## src/rtl/muldiv_pkg.sv

```systemverilog
// Shared types for the iterative multiply/divide unit.
package muldiv_pkg;

    typedef enum logic [1:0] {
        MULT  = 2'b00,
        MULTU = 2'b01,
        DIV   = 2'b10,
        DIVU  = 2'b11
    } muldiv_op_t;

    typedef enum logic [1:0] {
        IDLE = 2'b00,
        RUN  = 2'b01,
        FIX  = 2'b10
    } muldiv_state_t;

    function automatic logic is_signed_op(input muldiv_op_t op);
        return (op == MULT) || (op == DIV);
    endfunction

    function automatic logic is_div_op(input muldiv_op_t op);
        return (op == DIV) || (op == DIVU);
    endfunction

endpackage

```

## src/rtl/muldiv_if.sv

```systemverilog
// Core-side bundle of the multiply/divide unit: launch, HI/LO moves and results.
interface muldiv_if #(
    parameter int WIDTH = 32
);
    logic             start;
    logic [1:0]       op;
    logic [WIDTH-1:0] srca;
    logic [WIDTH-1:0] srcb;
    logic             mthi;
    logic             mtlo;
    logic [WIDTH-1:0] hi;
    logic [WIDTH-1:0] lo;
    logic             busy;
    logic             done;

    modport master (
        output start, op, srca, srcb, mthi, mtlo,
        input  hi, lo, busy, done
    );

    modport slave (
        input  start, op, srca, srcb, mthi, mtlo,
        output hi, lo, busy, done
    );
endinterface

```

## src/rtl/muldiv_step.sv

```systemverilog
// One iteration of the shift-add multiplier or the restoring divider.
module muldiv_step #(
    parameter int WIDTH = 32
) (
    input  logic [2*WIDTH-1:0] acc,
    input  logic [WIDTH-1:0]   opnd,
    input  logic               div_mode,
    output logic [2*WIDTH-1:0] acc_next
);
    logic [WIDTH:0] sum;
    logic [WIDTH:0] rem_ext;
    logic [WIDTH:0] diff;
    logic           ge;

    always_comb begin
        sum     = {1'b0, acc[2*WIDTH-1:WIDTH]} + (acc[0] ? {1'b0, opnd} : '0);
        // Remainder after the left shift can carry into bit WIDTH; that bit alone proves rem >= divisor.
        rem_ext = acc[2*WIDTH-1:WIDTH-1];
        diff    = rem_ext - {1'b0, opnd};
        ge      = rem_ext[WIDTH] | ~diff[WIDTH];
        if (div_mode) begin
            if (ge) begin
                acc_next = {diff[WIDTH-1:0], acc[WIDTH-2:0], 1'b1};
            end else begin
                acc_next = {rem_ext[WIDTH-1:0], acc[WIDTH-2:0], 1'b0};
            end
        end else begin
            acc_next = {sum, acc[WIDTH-1:1]};
        end
    end
endmodule

```

## src/rtl/muldiv_unit.sv

```systemverilog
// Iterative mult/multu/div/divu unit with architectural HI/LO registers.
module muldiv_unit
    import muldiv_pkg::*;
#(
    parameter int WIDTH = 32
) (
    input  logic     clk,
    input  logic     reset,
    muldiv_if.slave  bus
);
    localparam int CW = $clog2(WIDTH) + 1;

    muldiv_state_t      state;
    muldiv_op_t         op_q;
    muldiv_op_t         op_in;
    logic [CW-1:0]      cnt;
    logic [WIDTH-1:0]   opnd;
    logic               sign_a;
    logic               sign_b;
    logic               div_zero;
    logic [2*WIDTH-1:0] acc;
    logic [2*WIDTH-1:0] acc_next;
    logic [WIDTH-1:0]   hi_q;
    logic [WIDTH-1:0]   lo_q;
    logic               done_q;

    logic               a_neg;
    logic               b_neg;
    logic [WIDTH-1:0]   a_mag;
    logic [WIDTH-1:0]   b_mag;
    logic [2*WIDTH-1:0] prod_fix;
    logic [WIDTH-1:0]   fix_hi;
    logic [WIDTH-1:0]   fix_lo;

    always_comb begin
        op_in = muldiv_op_t'(bus.op);
        a_neg = is_signed_op(op_in) & bus.srca[WIDTH-1];
        b_neg = is_signed_op(op_in) & bus.srcb[WIDTH-1];
        a_mag = a_neg ? -bus.srca : bus.srca;
        b_mag = b_neg ? -bus.srcb : bus.srcb;
    end

    muldiv_step #(.WIDTH(WIDTH)) u_step (
        .acc      (acc),
        .opnd     (opnd),
        .div_mode (is_div_op(op_q)),
        .acc_next (acc_next)
    );

    always_comb begin
        prod_fix = (sign_a ^ sign_b) ? -acc : acc;
        fix_hi   = prod_fix[2*WIDTH-1:WIDTH];
        fix_lo   = prod_fix[WIDTH-1:0];
        if (is_div_op(op_q)) begin
            if (div_zero) begin
                fix_hi = acc[2*WIDTH-1:WIDTH];
                fix_lo = acc[WIDTH-1:0];
            end else begin
                fix_hi = sign_a ? -acc[2*WIDTH-1:WIDTH] : acc[2*WIDTH-1:WIDTH];
                fix_lo = (sign_a ^ sign_b) ? -acc[WIDTH-1:0] : acc[WIDTH-1:0];
            end
        end
    end

    always_ff @(posedge clk or posedge reset) begin
        if (reset) begin
            state    <= IDLE;
            op_q     <= MULT;
            cnt      <= '0;
            opnd     <= '0;
            sign_a   <= 1'b0;
            sign_b   <= 1'b0;
            div_zero <= 1'b0;
            acc      <= '0;
            hi_q     <= '0;
            lo_q     <= '0;
            done_q   <= 1'b0;
        end else begin
            done_q <= 1'b0;
            case (state)
                IDLE: begin
                    if (bus.mthi) hi_q <= bus.srca;
                    if (bus.mtlo) lo_q <= bus.srca;
                    if (bus.start) begin
                        op_q     <= op_in;
                        sign_a   <= a_neg;
                        sign_b   <= b_neg;
                        div_zero <= is_div_op(op_in) && (bus.srcb == '0);
                        // Low half seeds the multiplier or the dividend; the other operand stays fixed.
                        acc      <= {{WIDTH{1'b0}}, is_div_op(op_in) ? a_mag : b_mag};
                        opnd     <= is_div_op(op_in) ? b_mag : a_mag;
                        cnt      <= '0;
                        state    <= RUN;
                    end
                end
                RUN: begin
                    acc <= acc_next;
                    cnt <= cnt + CW'(1);
                    if (cnt == CW'(WIDTH - 1)) state <= FIX;
                end
                FIX: begin
                    hi_q   <= fix_hi;
                    lo_q   <= fix_lo;
                    done_q <= 1'b1;
                    state  <= IDLE;
                end
                default: state <= IDLE;
            endcase
        end
    end

    assign bus.hi   = hi_q;
    assign bus.lo   = lo_q;
    assign bus.busy = (state != IDLE);
    assign bus.done = done_q;
endmodule

```

## src/flat_wrapper.sv

```systemverilog
// flat-port wrapper written by rule: the top's interface ports become plain ports
module muldiv_unit_flat import muldiv_pkg::*;
#(
    parameter int WIDTH = 32
)
  (clk, reset, bus_start, bus_op, bus_srca, bus_srcb, bus_mthi, bus_mtlo, bus_hi, bus_lo, bus_busy, bus_done);
  muldiv_if #(.WIDTH(WIDTH)) bus_i ();
  input  logic clk;
  input  logic reset;
  input wire logic [$bits(bus_i.start)-1:0] bus_start;
  input wire logic [$bits(bus_i.op)-1:0] bus_op;
  input wire logic [$bits(bus_i.srca)-1:0] bus_srca;
  input wire logic [$bits(bus_i.srcb)-1:0] bus_srcb;
  input wire logic [$bits(bus_i.mthi)-1:0] bus_mthi;
  input wire logic [$bits(bus_i.mtlo)-1:0] bus_mtlo;
  output wire logic [$bits(bus_i.hi)-1:0] bus_hi;
  output wire logic [$bits(bus_i.lo)-1:0] bus_lo;
  output wire logic [$bits(bus_i.busy)-1:0] bus_busy;
  output wire logic [$bits(bus_i.done)-1:0] bus_done;
  assign bus_i.start = bus_start;
  assign bus_i.op = bus_op;
  assign bus_i.srca = bus_srca;
  assign bus_i.srcb = bus_srcb;
  assign bus_i.mthi = bus_mthi;
  assign bus_i.mtlo = bus_mtlo;
  assign bus_hi = bus_i.hi;
  assign bus_lo = bus_i.lo;
  assign bus_busy = bus_i.busy;
  assign bus_done = bus_i.done;
  muldiv_unit #(.WIDTH(WIDTH)) u_core (.clk(clk), .reset(reset), .bus(bus_i));
endmodule
```

## config.mk

```make
export PLATFORM = sky130hd
export DESIGN_NAME = muldiv_unit_flat
export DESIGN_NICKNAME = d
export VERILOG_FILES = /design/src/rtl/muldiv_pkg.sv /design/src/rtl/muldiv_if.sv /design/src/rtl/muldiv_step.sv /design/src/rtl/muldiv_unit.sv /design/src/flat_wrapper.sv
export SDC_FILE = /design/constraint.sdc
export NUM_CORES = 1
export LEC_CHECK = 0
export CAP_MARGIN = 20
export CELL_PAD_IN_SITES_DETAIL_PLACEMENT = 0
export CELL_PAD_IN_SITES_GLOBAL_PLACEMENT = 1
export CORE_ASPECT_RATIO = 0.5
export CORE_MARGIN = 2
export CORE_UTILIZATION = 34
export DETAILED_ROUTE_END_ITERATION = 10
export DONT_BUFFER_PORTS = 1
export PLACE_DENSITY_LB_ADDON = 0.1
export SLEW_MARGIN = 20
export SYNTH_ARGS = -nofsm -noshare
export SYNTH_HDL_FRONTEND = slang
export SYNTH_SLANG_ARGS = --single-unit
```

## constraint.sdc

```tcl
create_clock -name clk -period 7.74 [get_ports clk]
set_input_delay 1.548 -clock clk [delete_from_list [all_inputs] [get_ports clk]]
set_output_delay 1.548 -clock clk [all_outputs]
set_load 0.1 [all_outputs]
```

==> metrics.txt <==
sequential share of the synthesized area between 20 and 30%; Die X between 300 and 400 um; Slew Limit Fails 0; gr ovfl total 0; WHS Endpoint u_core.state[1]$_DFFE_PP0P_; status completed; worst-path maximum fanout 21; CTS tree yes; CP endpoint kind flip-flop; Setup-failing EPs final 0; max cap viols 0; Reg2Reg Capture Point u_core.acc[63]$_DFFE_PP0P_; clk_lat worst skew around 470 ps; Layout Cells excl Fill 2464; RSZ-0062 raised after global routing false; setup slack, reg-to-reg 3260 ps; final core utilization 36.79%; via count 14230; I/O pin cnt 137; hold path start u_core.cnt[5]$_DFFE_PP0P_; site row count 54; post-synth design cell area 14920 um^2; CTS Buf Count 17; clk sink count around 170; multi-input logic area between 9000 and 10000 um^2; Fin. Hold Viols 0; number of antenna violations at the first check in global routing 2; H-tree depth 4; R2R depth 13; Setup Buffers After CTS 0; Area growth, synth to finish 7.102%; DIE AREA 45680 um^2; Starting Density 34.35%; number of DRC markers in iteration 0 1286; count leader, synth nand2_1; minimum clock period 4479 ps; share of synthesized flip-flops with an asynchronous set or reset 100.0%; DR DRC count 0; Post-Syn Instances between 1500 and 2000; # resized after CTS 0; drt first pass iters 6; Worst EP arrival 4820 ps; Slew HR 32.81%; gp weighted congestion 0.8927; CTS root buffer clkbuf_16; total track usage 26.56%; vias in the first global route 13540; share of cells above drive strength 1 ~5%; die height 152.1 um; CP Class reg -> reg; library cells used by synthesis 76; Ys Warns 0; post-synth top area share 29.01%; Power Total between 8 and 9 mW; worst slew pin tran approximately 1000 ps; CP peak stage delay about 520 ps; DRT Wirelength 60.87 mm; peak supply drop 0.2493 mV; clock slew at reported path FFs around 80 ps; Static Leak 6.479 nW; fill count 4616; Post-synth EDFFs 0; setup TNS 0 ps; Synth top cells by count nand2_1 (216), a21oi_1 (207), nor2_1 (207), o21ai_0 (196), dfrtp_1 (173); PD cells about 500 nW/um^2; largest net degree at the start of global routing around 120; Hold-fix buffers, CTS 0; post-route ant nets 0; Core Box Area 43440 um^2; crit path max-delay cell type dfrtp_1; DP HPWL 45.73 mm; drt wl/cell 24.70 um; Avg Synthesized Cell Area 7.644 um^2; diode count 0; global-route wire length before repair 91.45 mm; post-synth top area cell dfrtp_1; via/cell ratio 5.775; # port buffers 0; Placed Instances 2432; CP Cell Sequence inv_1, buf_4, nor2_1, ha_1, nor2b_1, o2111ai_1, a21boi_1, a211oi_1, o31ai_2, a31oi_1, o21a_1, o211a_1, a2111oi_0; Worst Hold Class reg -> reg; Net Count, Synth 2094; Clock Path Buffers 2; FF-to-FF Start u_core.acc[0]$_DFFE_PP0P_; Final Cycle Share 57.87%; Worst EP required just over 8000 ps; FF+latch area ~4300 um^2; Worst Skew around 17 ps; nets roughly 2000; Startpoint Class flip-flop; post-synthesis register bit count 173; f_max 223.2 MHz; Most used DFF post-synth dfrtp_1; hold depth 1; Synth area leaders dfrtp_1 (29%), a21oi_1 (6.9%), o21ai_0 (6.6%), ha_1 (5.8%), nand2_1 (5.4%)
==> cell families (layout without fill, tap and decap cells) <==
group,Yosys count,in the layout,share of synthesized area [%]
muxes,42,42,2.834
and+or+nand+nor,630,630,19.57
DFF,173,173,29.01
AOI/OAI and AO/OA,676,676,27.76
adders and majority gates,71,71,6.054
xor gates and xnor gates,168,168,9.861
buffers and inverters,192,116,4.905
==> layout make-up <==
type	count	share of cell area [%]
flip-flops and latches	173	27.11
inverters	65	1.574
multi-input cells	1587	61.97
clock inverters	15	1.190
well taps	588	4.603
repair buffers	19	0.8925
clock buffers	17	2.662
==> sequential cells by signal, indices dropped and copies added (netlist names) <==
register and count:
u_core.bus.hi 32, u_core.cnt 6, u_core.acc 64, u_core.bus.done 1, u_core.opnd 32, u_core.div_zero 1, u_core.sign_b 1, u_core.op_q 1
u_core.bus.lo 32, u_core.sign_a 1, u_core.state 2
==> layer usage <==
layer	track usage, %	vias up	part of all wire (%)
met5	0	-	0.020
met4	5.714	2	1.7
met3	3.365	62	5.0
met2	39.15	391	43
met1	40.90	6966	50
li1	-	6808	-
==> worst max path at each step <==
stage / start / to / slack [ps] / cells after the start
after CTS: u_core.acc[0]$_DFFE_PP0P_ / u_core.acc[63]$_DFFE_PP0P_ / 3290 / 13
after floorplan: reset / u_core.acc[0]$_DFFE_PP0P_ / 1500 / 1
after global placement: u_core.acc[0]$_DFFE_PP0P_ / u_core.acc[59]$_DFFE_PP0P_ / 3450 / 13
after detailed placement: u_core.acc[0]$_DFFE_PP0P_ / u_core.acc[63]$_DFFE_PP0P_ / 3320 / 13
after global routing: u_core.acc[0]$_DFFE_PP0P_ / u_core.acc[63]$_DFFE_PP0P_ / 2820 / 13
final: u_core.acc[0]$_DFFE_PP0P_ / u_core.acc[63]$_DFFE_PP0P_ / 3260 / 13
==> power by group <==
part | internal [mW] | switching [mW] | leakage [nW] | total, mW
Clock | 0.444 | 0.495 | 0.295 | 0.939
Sequential | 1.24 | 1.38 | 2.07 | 2.62
Combinational | 1.74 | 2.71 | 4.11 | 4.45
Total | 3.43 | 4.58 | 6.48 | 8.01
==> critical path: cells and delay by family, from the launching register on <==
kind            cells  cell delay, ps
simple gates        2             310
fa+ha+maj           1             330
flops               1             520
buf+inv             2             820
compound gates      8            2370
==> per-stage QoR <==
| step | setup slack, ps | hold WS, ps | area [um^2] |
|---|---|---|---|
| floorplan | 1504 | 448.9 | 14920 |
| global placement | 3453 | 466.8 | 15370 |
| detailed placement | 3321 | 473.2 | 15370 |
| CTS | 3293 | 485.0 | 15980 |
| global route | 2815 | 509.9 | 15980 |
| finish | 3261 | 491.6 | 15980 |
==> layout by cell type, fill, tap and decap left out, types with 21 or more instances in the layout <==
cell type / count
o211ai_1: 30
nor3_1: 30
ha_1: 69
inv_1: 62
a22oi_1: 21
nor2b_1: 22
mux2i_1: 40
o31ai_1: 38
xor2_1: 76
a21o_1: 28
nand3_1: 36
xnor2_1: 92
a21oi_1: 206
a31oi_1: 23
a211oi_1: 35
nor2_1: 207
nand2_1: 215
dfrtp_1: 172
o21ai_0: 196
Note: power is estimated with default switching activity, not from simulation.
